$ cat src/rtl/gpio_input_conditioner.sv
// gpio_input_conditioner: per-pin pad synchroniser, stable-count debouncer and rise/fall strobes.
// Define GPIO_EDGE_IRQ_EN to add the edge-interrupt pending register and the combined irq line.
module gpio_input_conditioner #(
    parameter int WIDTH           = 14,
    parameter int SYNC_STAGES     = 2,
    parameter int DEBOUNCE_CYCLES = 50000
) (
    input  logic             MainClk,
    input  logic             ResetN,
    input  logic [WIDTH-1:0] pad_in,
    input  logic [WIDTH-1:0] filter_en,
    output logic [WIDTH-1:0] clean_out,
    output logic [WIDTH-1:0] rise_pulse,
    output logic [WIDTH-1:0] fall_pulse,
    input  logic [WIDTH-1:0] rise_irq_en,
    input  logic [WIDTH-1:0] fall_irq_en,
    input  logic [WIDTH-1:0] irq_clear,
    output logic [WIDTH-1:0] irq_pending,
    output logic             irq
);
    localparam int CNT_W = $clog2(DEBOUNCE_CYCLES + 1);
    localparam logic [CNT_W-1:0] CNT_LAST = CNT_W'(DEBOUNCE_CYCLES - 1);

    logic [WIDTH-1:0] sync_chain [SYNC_STAGES];
    logic [WIDTH-1:0] sync_lvl;
    logic [WIDTH-1:0] stable;
    logic [WIDTH-1:0] stable_next;
    logic [WIDTH-1:0] rise_next;
    logic [WIDTH-1:0] fall_next;
    logic [CNT_W-1:0] cnt      [WIDTH];
    logic [CNT_W-1:0] cnt_next [WIDTH];
    logic [CNT_W:0]   step_pin;

    // Returns {next_stable, next_cnt}; any sample matching the held level restarts the count.
    function automatic logic [CNT_W:0] debounce_step(
        input logic             filt,
        input logic             smp,
        input logic             cur,
        input logic [CNT_W-1:0] cnt_cur
    );
        if (!filt)
            return {smp, CNT_W'(0)};
        if (smp == cur)
            return {cur, CNT_W'(0)};
        if (cnt_cur == CNT_LAST)
            return {smp, CNT_W'(0)};
        return {cur, cnt_cur + CNT_W'(1)};
    endfunction

    // Synchroniser stage: the only logic that ever sees pad_in.
    always_ff @(posedge MainClk or negedge ResetN) begin
        if (!ResetN) begin
            for (int s = 0; s < SYNC_STAGES; s++)
                sync_chain[s] <= '0;
        end else begin
            sync_chain[0] <= pad_in;
            for (int s = 1; s < SYNC_STAGES; s++)
                sync_chain[s] <= sync_chain[s-1];
        end
    end

    assign sync_lvl = sync_chain[SYNC_STAGES-1];

    always_comb begin
        stable_next = stable;
        step_pin    = '0;
        for (int i = 0; i < WIDTH; i++) begin
            step_pin       = debounce_step(filter_en[i], sync_lvl[i], stable[i], cnt[i]);
            stable_next[i] = step_pin[CNT_W];
            cnt_next[i]    = step_pin[CNT_W-1:0];
        end
    end

    assign rise_next = ~stable & stable_next;
    assign fall_next = stable & ~stable_next;

    // Debounce/strobe stage: strobes register on the same edge as the new level.
    always_ff @(posedge MainClk or negedge ResetN) begin
        if (!ResetN) begin
            stable     <= '0;
            rise_pulse <= '0;
            fall_pulse <= '0;
            for (int i = 0; i < WIDTH; i++)
                cnt[i] <= '0;
        end else begin
            stable     <= stable_next;
            rise_pulse <= rise_next;
            fall_pulse <= fall_next;
            for (int i = 0; i < WIDTH; i++)
                cnt[i] <= cnt_next[i];
        end
    end

    assign clean_out = stable;

`ifdef GPIO_EDGE_IRQ_EN
    logic [WIDTH-1:0] pend_set;

    assign pend_set = (rise_next & rise_irq_en) | (fall_next & fall_irq_en);

    // Pending stage: a new event in the clearing cycle keeps the bit set.
    always_ff @(posedge MainClk or negedge ResetN) begin
        if (!ResetN) begin
            irq_pending <= '0;
            irq         <= 1'b0;
        end else begin
            irq_pending <= pend_set | (irq_pending & ~irq_clear);
            irq         <= |irq_pending;
        end
    end
`else
    logic unused_irq_inputs;

    assign unused_irq_inputs = ^{rise_irq_en, fall_irq_en, irq_clear};
    assign irq_pending       = '0;
    assign irq               = 1'b0;
`endif

endmodule

$ cat config.mk
export PLATFORM = sky130hd
export DESIGN_NAME = gpio_input_conditioner
export DESIGN_NICKNAME = d
export VERILOG_FILES = /design/src/rtl/gpio_input_conditioner.sv
export SDC_FILE = /design/constraint.sdc
export NUM_CORES = 1
export LEC_CHECK = 0
export ABC_AREA = 1
export CAP_MARGIN = 0
export CORE_MARGIN = 2
export CORE_UTILIZATION = 58
export CTS_CLUSTER_DIAMETER = 100
export DETAILED_ROUTE_END_ITERATION = 10
export PLACE_DENSITY_LB_ADDON = 0.2
export SYNTH_ARGS = -nofsm -noshare
export SYNTH_HDL_FRONTEND = slang
export SYNTH_SLANG_ARGS = --single-unit
$ cat constraint.sdc
create_clock -name MainClk -period 1.7 [get_ports MainClk]
set_input_delay 0.34 -clock MainClk [delete_from_list [all_inputs] [get_ports MainClk]]
set_output_delay 0.34 -clock MainClk [all_outputs]
set_load 0.005 [all_outputs]
==> summary.txt <==
crit path DAT: 1.27 ns
unrepaired setup endpoints after global routing: true
leakage power: 7.63 nW
Pwr Total: 14.8 mW
Ports: 129
Syn Inst Count: 1786
first-pass GRT wire length: 47.3 mm
share of cells above drive strength 1: 7.05%
synth cell count leaders: nor2_1, nand2_1, dfrtp_1
row cnt: 57
Cell Area, Synth: 14500 um^2
via count: 11200
Post-Layout Inst Area: 16700 um^2
fmax: 620 MHz
status: finished clean
sequential area share after synthesis: 50.9%
drt total wl: 26.9 mm
CTS buffer count: 31
most frequent cell after synthesis: nor2_1
CORE AREA: 24400 um^2
# nets final: 1992
WS Path Type: flip-flop to primary output
startpoint types: flip-flop
DP Wirelength: 18.4 mm
synthesis-stage register bit count: 294
Async SR Flop Fraction: 100%
worst vdd ir: 0.000659 V
drt pass-1 iters: 5
maxcap violations: 0
1st-iter DRT viols: 757
top cell family by delay on the critical path: flip-flops
total grt overflow: 0
top cells by area, synth: dfrtp_1, nor2_1, nand2_1, xor2_1, inv_1
# fillers: 1999
Tmin final: 1.61 ns
Avg Synthesized Cell Area: 8.09 um^2
Final GP Congestion: 0.867
number of max-slew violations in the final report: 0
yosys warns: 0
synthesis-to-finish area growth: 15.9%
clk slew on worst S/H paths: 0.06 ns
PD cells: 885 nW/um^2
DR WL/cell: 12.0 um
final setup TNS: 0 ns
Net Sw Power: 3.25 mW
Starting Density: 59.3%
Slew @ Worst Pin: 0.628 ns
Synth Flop Type: dfrtp_1
Rel. slew slack: 58.0%
H-tree Lvls: 1
worst skew pair latency: 0.55 ns
crit-path max FO: 4
TritonCTS clock tree: built
Power Internal: 11.6 mW
Seq pwr share: 48.8%
Clock Sinks: 294
crit path buf inv count: 1
initial antenna violation count: 0
Comb pwr share: 5.7%
Largest stage delay, worst path: 0.42 ns
Hold Worst Slack: 0.231 ns
final critical-path share of the clock period: 94.9%
endpoint type of the worst setup path: primary output
critical path required time: 1.36 ns
clock root cell: clkbuf_16
share of the synthesized area in the top cell type: 50.9%
die width: 162 um
Remaining DRCs: 0
antenna cell count: 0
Clk pwr share: 45.5%
Min-Delay Path Class: input pin to flip-flop
Post-synth EDFFs: 0
cell taking the most area after synthesis: dfrtp_1
Final setup viols: 0
Clock Skew: 0.00954 ns
Post-DP Area: 15600 um^2
IO Port Bufs: 71
die height: 162 um
number of antenna-violating nets in the routed design: 0
post-synth cell types: 27
Switching Fraction: 22.0%
vias per std cell: 4.98
Max Root-Sink Buffers: 3
Worst path slowest cell: dfrtp_1
overall routing resource usage: 21.0%
crit-path cells: dlygate4sd2_1
largest net degree at the start of global routing: 67
final hold vios: 0
vias in the first global route: 10900
die area: 26200 um^2
-- layout by cell type (no fill, tap or decap), drive strengths merged, types with 34 or more instances in the layout --
master       Yosys  layout
dlygate4sd2      0      42
inv            201     201
dfrtp          294     294
nand3           97      99
o21bai          37      37
nand2          366     366
nand4           34      34
clkbuf           0      47
nor3            65      65
xor2            92      92
nor2           495     495
-- timing repair --
action                     4_1_cts  5_1_grt
gates cloned                     0        2
setup endpoints to repair       42       74
resized for setup               42       12
setup buffers                   12        0
pin swaps                        0        0
hold endpoints to repair        32        0
hold buffers                     1        0
-- path summary, 6_finish.rpt --
path	from	to	slack (ns)	depth (start not counted)
worst max-delay path	clean_out[4]	clean_out[4]	0.09	1
worst min-delay path	pad_in[13]	sync_chain[27]	0.23	1
worst max register to register	cnt[64]	cnt[78]	0.14	6
worst min register to register	sync_chain[14]	sync_lvl[0]	0.34	0
max in group asynchronous	ResetN	fall_pulse[9]	0.78	3
min in group asynchronous	ResetN	cnt[94]	0.26	2
-- metrics by stage --
step | utilization [%] | instances | setup slack, ns
2_1_floorplan | - | 1800 | 0.330
3_3_place_gp | 63.9 | 2182 | 0.124
3_5_place_dp | 63.9 | 2182 | 0.0233
4_1_cts | 68.3 | 2251 | 0.00514
5_1_grt | 68.7 | 2253 | -0.0152
6_report | 68.7 | 2253 | 0.0869
-- state kept, by name, indices dropped and copies added, names as in the netlist --
register,flops
rise_pulse,14
fall_pulse,14
cnt,224
clean_out,14
sync_lvl,14
sync_chain,14
-- layer usage --
layer	GRT usage (%)	up-vias	share of wire, %
li1	-	5751	-
met2	35.6	194	48
met3	3.12	42	3.7
met1	28.5	5228	47
met4	5.23	0	1.8
met5	0	-	0
-- kinds of logic after synthesis --
kind of cell	share of synthesized area [%]
other	0.0259
AOI/OAI and AO/OA	2.61
buffers and inverters	6.74
DFF	50.9
adders and majority gates	1.21
and+or+nand+nor	31.3
xor gates and xnor gates	7.21
-- power by group through the flow --
stage               logic, mW  clock network (mW)  registers, mW
floorplan               0.388                   0           7.37
global placement        0.797                   0           7.37
detailed placement      0.815                   0           7.38
CTS                     0.832                6.92           7.24
global route            0.967                7.20           7.25
finish                  0.844                6.74           7.24
-- final cells by class --
| class | instances | area (um^2) | area share, % |
|---|---|---|---|
| Sequential cell | 294 | 7360 | 43.9 |
| Multi-Input combinational cell | 1278 | 6250 | 37.3 |
| Clock buffer | 47 | 946 | 5.65 |
| Timing Repair Buffer | 100 | 937 | 5.59 |
| Inverter | 201 | 754 | 4.50 |
| Tap cell | 324 | 405 | 2.42 |
| Clock inverter | 9 | 95.1 | 0.568 |
No activity file was read; power rests on OpenSTA's default activity.
